<file path="src/rtl/spi_target_receiver.sv">
// SPI mode-0 target: oversamples spiClk/cs/mosi in the sysClk domain, assembles MSB-first words
// into a first-word-fall-through RX FIFO, and echoes RESP_INIT followed by each received word on miso.
module spi_target_receiver #(
  parameter int                    DATA_WIDTH  = 8,
  parameter int                    DEPTH       = 4,
  parameter int                    SYNC_STAGES = 2,
  parameter logic [DATA_WIDTH-1:0] RESP_INIT   = 8'hA5
) (
  input  logic                      sysClk,
  input  logic                      reset,
  input  logic                      spiClk,
  input  logic                      cs,
  input  logic                      mosi,
  output logic                      miso,
  output logic [DATA_WIDTH-1:0]     rx_data,
  output logic                      rx_valid,
  input  logic                      rx_rd,
  output logic [$clog2(DEPTH):0]    rx_count,
  output logic                      overflow,
  output logic                      frame_active,
  output logic                      frame_done
);

  localparam int AW = $clog2(DEPTH);
  localparam int BW = $clog2(DATA_WIDTH);
  localparam logic [BW-1:0] LAST_BIT = BW'(DATA_WIDTH - 1);

  typedef enum logic {IDLE, ACTIVE} state_e;

  logic [SYNC_STAGES-1:0] sclk_sync_q, cs_sync_q, mosi_sync_q;
  logic                   sclk_prev_q, cs_prev_q;

  // cs synchronizer resets to 0 so a cs already held low at reset release is not seen as a fall.
  // NOTE: sequential state uses non-blocking (<=) so every flop samples pre-edge values.
  always_ff @(posedge sysClk or posedge reset) begin
    if (reset) begin
      sclk_sync_q <= '0;
      cs_sync_q   <= '0;
      mosi_sync_q <= '0;
      sclk_prev_q <= 1'b0;
      cs_prev_q   <= 1'b0;
    end else begin
      sclk_sync_q <= {sclk_sync_q[SYNC_STAGES-2:0], spiClk};
      cs_sync_q   <= {cs_sync_q[SYNC_STAGES-2:0], cs};
      mosi_sync_q <= {mosi_sync_q[SYNC_STAGES-2:0], mosi};
      sclk_prev_q <= sclk_sync_q[SYNC_STAGES-1];
      cs_prev_q   <= cs_sync_q[SYNC_STAGES-1];
    end
  end

  logic sclk_s, cs_s, mosi_s;
  logic sclk_rise, sclk_fall, cs_rise, cs_fall;
  assign sclk_s    = sclk_sync_q[SYNC_STAGES-1];
  assign cs_s      = cs_sync_q[SYNC_STAGES-1];
  assign mosi_s    = mosi_sync_q[SYNC_STAGES-1];
  assign sclk_rise = sclk_s & ~sclk_prev_q;
  assign sclk_fall = ~sclk_s & sclk_prev_q;
  assign cs_rise   = cs_s & ~cs_prev_q;
  assign cs_fall   = ~cs_s & cs_prev_q;

  state_e                state_q;
  logic [BW-1:0]         bit_cnt_q;
  logic [DATA_WIDTH-1:0] rx_shift_q, tx_shift_q, echo_q;
  logic                  load_pending_q, miso_q, frame_done_q;
  logic [DATA_WIDTH-1:0] rx_word;
  logic                  byte_done;

  assign rx_word   = {rx_shift_q[DATA_WIDTH-2:0], mosi_s};
  // A cs rise in the same cycle as the last spiClk rise ends the frame without a push.
  assign byte_done = (state_q == ACTIVE) && !cs_rise && sclk_rise && (bit_cnt_q == LAST_BIT);

  always_ff @(posedge sysClk or posedge reset) begin
    if (reset) begin
      state_q        <= IDLE;
      bit_cnt_q      <= '0;
      rx_shift_q     <= '0;
      tx_shift_q     <= RESP_INIT;
      echo_q         <= '0;
      load_pending_q <= 1'b0;
      miso_q         <= 1'b0;
      frame_done_q   <= 1'b0;
    end else begin
      frame_done_q <= 1'b0;
      case (state_q)
        IDLE: begin
          miso_q <= 1'b0;
          if (cs_fall) begin
            state_q        <= ACTIVE;
            bit_cnt_q      <= '0;
            tx_shift_q     <= RESP_INIT;
            load_pending_q <= 1'b0;
          end
        end
        ACTIVE: begin
          miso_q <= tx_shift_q[DATA_WIDTH-1];
          if (cs_rise) begin
            state_q        <= IDLE;
            frame_done_q   <= 1'b1;
            bit_cnt_q      <= '0;
            load_pending_q <= 1'b0;
          end else begin
            if (sclk_rise) begin
              rx_shift_q <= rx_word;
              if (bit_cnt_q == LAST_BIT) begin
                bit_cnt_q      <= '0;
                echo_q         <= rx_word;
                load_pending_q <= 1'b1;
              end else begin
                bit_cnt_q <= bit_cnt_q + 1'b1;
              end
            end
            // The echo load replaces the shift on the fall that follows a completed word.
            if (sclk_fall) begin
              if (load_pending_q) begin
                tx_shift_q     <= echo_q;
                load_pending_q <= 1'b0;
              end else begin
                tx_shift_q <= tx_shift_q << 1;
              end
            end
          end
        end
        default: state_q <= IDLE;
      endcase
    end
  end

  assign miso         = miso_q;
  assign frame_done   = frame_done_q;
  assign frame_active = (state_q == ACTIVE);

  logic [DATA_WIDTH-1:0] mem_q [DEPTH];
  logic [AW-1:0]         wr_ptr_q, rd_ptr_q;
  logic [AW:0]           count_q, count_d;
  logic                  overflow_q;
  logic                  pop, full, push_ok;

  assign pop     = rx_rd && (count_q != '0);
  assign full    = (count_q == (AW+1)'(DEPTH));
  assign push_ok = byte_done && (!full || pop);

  // NOTE: storage has no reset; only pointers and count need defined values.
  always_ff @(posedge sysClk) begin
    if (push_ok) mem_q[wr_ptr_q] <= rx_word;
  end

  // NOTE: default assignment first keeps this block free of inferred latches.
  always_comb begin
    count_d = count_q;
    if (push_ok && !pop)      count_d = count_q + 1'b1;
    else if (!push_ok && pop) count_d = count_q - 1'b1;
  end

  always_ff @(posedge sysClk or posedge reset) begin
    if (reset) begin
      wr_ptr_q   <= '0;
      rd_ptr_q   <= '0;
      count_q    <= '0;
      overflow_q <= 1'b0;
    end else begin
      count_q <= count_d;
      if (push_ok) wr_ptr_q <= wr_ptr_q + 1'b1;
      if (pop)     rd_ptr_q <= rd_ptr_q + 1'b1;
      if (byte_done && full && !pop) overflow_q <= 1'b1;
    end
  end

  assign rx_data  = mem_q[rd_ptr_q];
  assign rx_valid = (count_q != '0);
  assign rx_count = count_q;
  assign overflow = overflow_q;

endmodule
</file>
<file path="config.mk">
export PLATFORM = sky130hd
export DESIGN_NAME = spi_target_receiver
export DESIGN_NICKNAME = d
export VERILOG_FILES = /design/src/rtl/spi_target_receiver.sv
export SDC_FILE = /design/constraint.sdc
export NUM_CORES = 1
export LEC_CHECK = 0
export BUFFER_PORTS_ARGS = -buffer_cell sky130_fd_sc_hd__buf_2
export CAP_MARGIN = 40
export CORE_UTILIZATION = 36
export CTS_CLUSTER_SIZE = 12
export DETAILED_ROUTE_END_ITERATION = 6
export SYNTH_ARGS = -nofsm -noshare
export SYNTH_HDL_FRONTEND = slang
export SYNTH_SLANG_ARGS = --single-unit
</file>
<file path="constraint.sdc">
create_clock -name sysClk -period 2.5 [get_ports sysClk]
set_input_delay 0.5 -clock sysClk [delete_from_list [all_inputs] [get_ports sysClk]]
set_output_delay 0.5 -clock sysClk [all_outputs]
set_load 0.03 [all_outputs]
</file>
==> results.json <==
{
  "status": "finished, final reports clean",
  "synth_top_family_by_area": "multiplexers",
  "fin_ws_ns": 0.202,
  "clkLatencyLatePin_ns": 0.34,
  "grt_pass1_wl_mm": 8.45,
  "register_area_um2": 2120,
  "drtAntennaViolNets": 0,
  "synthArstFlopShare": 0.590,
  "synth_edf_count": 32,
  "antenna_found_initial": 0,
  "dieHeight_um": 95.5,
  "synthCells": 191,
  "wl_mm": 4.95,
  "finalSetupTns_ns": 0,
  "detailedPlace.worstSlack_ns": 0.225,
  "fillers": 745,
  "ys_seq_area_frac": 0.673,
  "grt_use_total": 0.127,
  "path_class": "register to primary output",
  "die_area_um2": 9110,
  "ioPinCount": 22,
  "cts_setup_buffers": 0,
  "drtIter0Drc": 59,
  "comb_power_share": 0.218,
  "synth_xor_area_frac": 0.0167,
  "power.leakage_uw": 0.00147,
  "hp-class": "input pin to register",
  "utilization": 0.429,
  "clock-sinks": 78,
  "first_pass_iters": 4,
  "syn_avg_cell_area_um2": 16.5,
  "first_global_vias": 1735,
  "cp_max_fo": 9,
  "tritoncts": "done",
  "yosysUniqueCellTypes": 39,
  "yosys_most_used_dff": "dfrtp_1",
  "startpoint": "rd_ptr_q[0]",
  "clock_path_buffers": 2,
  "die_w_um": 95.5,
  "diodes": 0,
  "swShare": 0.309,
  "synthesis.nets": 205,
  "layout-drive-gt1-share": 0.329,
  "path_cells": "mux4_2 > buf_2",
  "area_delta_synth_final_pct": 13.9,
  "grt_max_degree": 47,
  "hold_viol": 0,
  "arrival_ns": 1.80,
  "synth.top_cell.area_share": 0.334,
  "power_density_nw_per_um2": 947,
  "p_int_uw": 2340,
  "r2r_cells": 10,
  "ctsHoldBuffers": 0,
  "p_clk_frac": 0.266,
  "skew_ns": 0.0109,
  "vdd_drop_max_v": 0.000271,
  "synthMuxAreaShare": 0.149,
  "dp_hpwl_mm": 3.34,
  "start_util": 0.377,
  "worstReg2RegEnd": "rx_count[2]",
  "clockRootBuffer": "clkbuf_8",
  "synth_seq_cells": 78,
  "seqPwrFrac": 0.517,
  "critPathRequiredTime_ns": 2.00,
  "rsz0062_at_grt": "false",
  "drc": 0,
  "cts_resized": 0,
  "port_buffers": 21,
  "viasPerCell": 4.83,
  "setup_viol": 0,
  "ys_warn_count": 0,
  "endpoint_kind": "primary output",
  "relSlewSlack": 0.617,
  "fin_crit_sh": 0.919,
  "r2r_setup_slack_ns": 0.30,
  "clk_pin_slew_ns": 0.08,
  "synth.largest_area_cell": "dfrtp_1",
  "syn_area_um2": 3140,
  "final_max_slew_viol_count": 0,
  "synth_compound_area_frac": 0.0438,
  "p_sw_uw": 1050,
  "core_region_area_um2": 8340,
  "min_period_ns": 2.30,
  "drv_cap": 0,
  "grt_overflow": 0,
  "num_rows": 33,
  "worst_slew_pin_slew_ns": 0.575,
  "max_stage_delay_ns": 0.69,
  "min_from": "cs",
  "synthTopCellsByArea": "dfrtp_1, edfxtp_1, mux2_2",
  "reg2reg_from": "bit_cnt_q[0]",
  "numCtsBuffers": 9,
  "multi_input_area_um2": 965,
  "critPathCapture": "rx_data[4]",
  "synth_adder_area_share": 0.0374,
  "htreeDepth": 3,
  "synthSimpleGateAreaFrac": 0.0601,
  "wire_per_inst_um": 14.9,
  "crit_slowest_cell": "dfrtp_1",
  "vias": 1608,
  "fmax_mhz": 435,
  "place_congestion": 0.714,
  "finalNetCount": 237,
  "startpoint_type": "register"
}
==> area by class of cell <==
| class | count | share of cell area |
|---|---|---|
| timing repair buffer | 26 | 0.0398 |
| sequential | 78 | 0.591 |
| multi-input combinational | 99 | 0.269 |
| clock buffer | 10 | 0.0356 |
| clock inverter | 6 | 0.0178 |
| tap | 105 | 0.0367 |
| inverter | 9 | 0.00943 |
==> cell usage in the layout, fill, tap and decap left out, types with 2 or more instances in the layout <==
master	n
a21oi_1	6
buf_2	21
buf_4	5
nand3_1	2
inv_1	8
nand2b_1	2
o21ai_0	6
mux2i_1	7
dfrtp_1	42
ha_1	7
and2_1	6
xor2_1	2
dfstp_2	4
clkinv_2	2
o2bb2ai_1	4
a221o_1	2
mux4_2	8
clkinvlp_4	2
nor3_1	3
clkbuf_8	9
nor2_1	2
nand2_1	4
mux2_2	18
edfxtp_1	32
xnor2_1	4
==> critical path, delay by kind of cell, from the launching register on <==
family                 cells  cell delay (ns)
DFF                        1             0.69
muxes                      1             0.57
buffers and inverters      1             0.19
==> synthesized netlist by cell type (all sizes together) (2+ instances only) <==
master / count
ha: 7
mux2: 19
nand3: 2
and2: 6
nand4: 2
nor3: 3
buf: 5
xnor2: 4
o21ai: 6
mux4: 8
inv: 9
a221o: 2
nor2: 3
o2bb2ai: 4
xor2: 2
nand2: 4
edfxtp: 32
nand2b: 2
dfrtp: 42
dfstp: 4
a21oi: 6
mux2i: 7
==> flip-flops by register name, indices dropped and copies added, names as in the netlist <==
name,cells
cs_prev_q,1
mem_q,32
miso,1
mosi_sync_q,2
tx_shift_q,8
rd_ptr_q,2
cs_sync_q,2
rx_shift_q,7
overflow,1
rx_count,3
wr_ptr_q,2
frame_active,1
frame_done,1
echo_q,8
bit_cnt_q,3
load_pending_q,1
sclk_sync_q,2
sclk_prev_q,1
==> cell families (layout without fill, tap and decap cells) <==
kind of cell	count (synthesis)	in the layout
XOR/XNOR	6	6
buffers and inverters	14	51
AND/OR/NAND/NOR	29	29
AO/OA/AOI/OAI	21	21
multiplexers	34	34
adder cells (fa/ha/maj)	9	9
flip-flops	78	78
==> worst min path at each step <==
| stage | endpoint | depth (start not counted) |
|---|---|---|
| CTS | cs_sync_q[0] | 1 |
| global route | sclk_sync_q[0] | 1 |
| detailed placement | mosi_sync_q[1] | 0 |
| floorplan | cs_sync_q[1] | 0 |
| global placement | mosi_sync_q[1] | 0 |
| finish | cs_sync_q[0] | 1 |
==> metrics by stage <==
step,instance area [um2],hold slack [ns],total power [uW],std cells
2_1_floorplan,3140,0.331,2310,191
3_3_place_gp,3390,0.333,2520,317
3_5_place_dp,3390,0.341,2530,317
4_1_cts,3580,0.240,3450,333
5_1_grt,3580,0.244,3590,333
6_report,3580,0.264,3390,333
==> power groups by stage <==
| stage | logic, uW | clock network, uW | registers, uW |
|---|---|---|---|
| final | 737 | 901 | 1750 |
| after global routing | 811 | 983 | 1800 |
| after CTS | 749 | 940 | 1760 |
| after detailed placement | 746 | 0 | 1790 |
| after global placement | 739 | 0 | 1780 |
| after floorplan | 582 | 0 | 1730 |
==> routing by layer <==
layer  vias to the layer above  share of wire  track usage
li1                        771              -            -
met1                       798           0.46        0.152
met2                        30           0.50        0.211
met3                         9          0.028       0.0359
met4                         0          0.018       0.0597
met5                         -              0            0
Note: power is estimated with default switching activity, not from simulation.
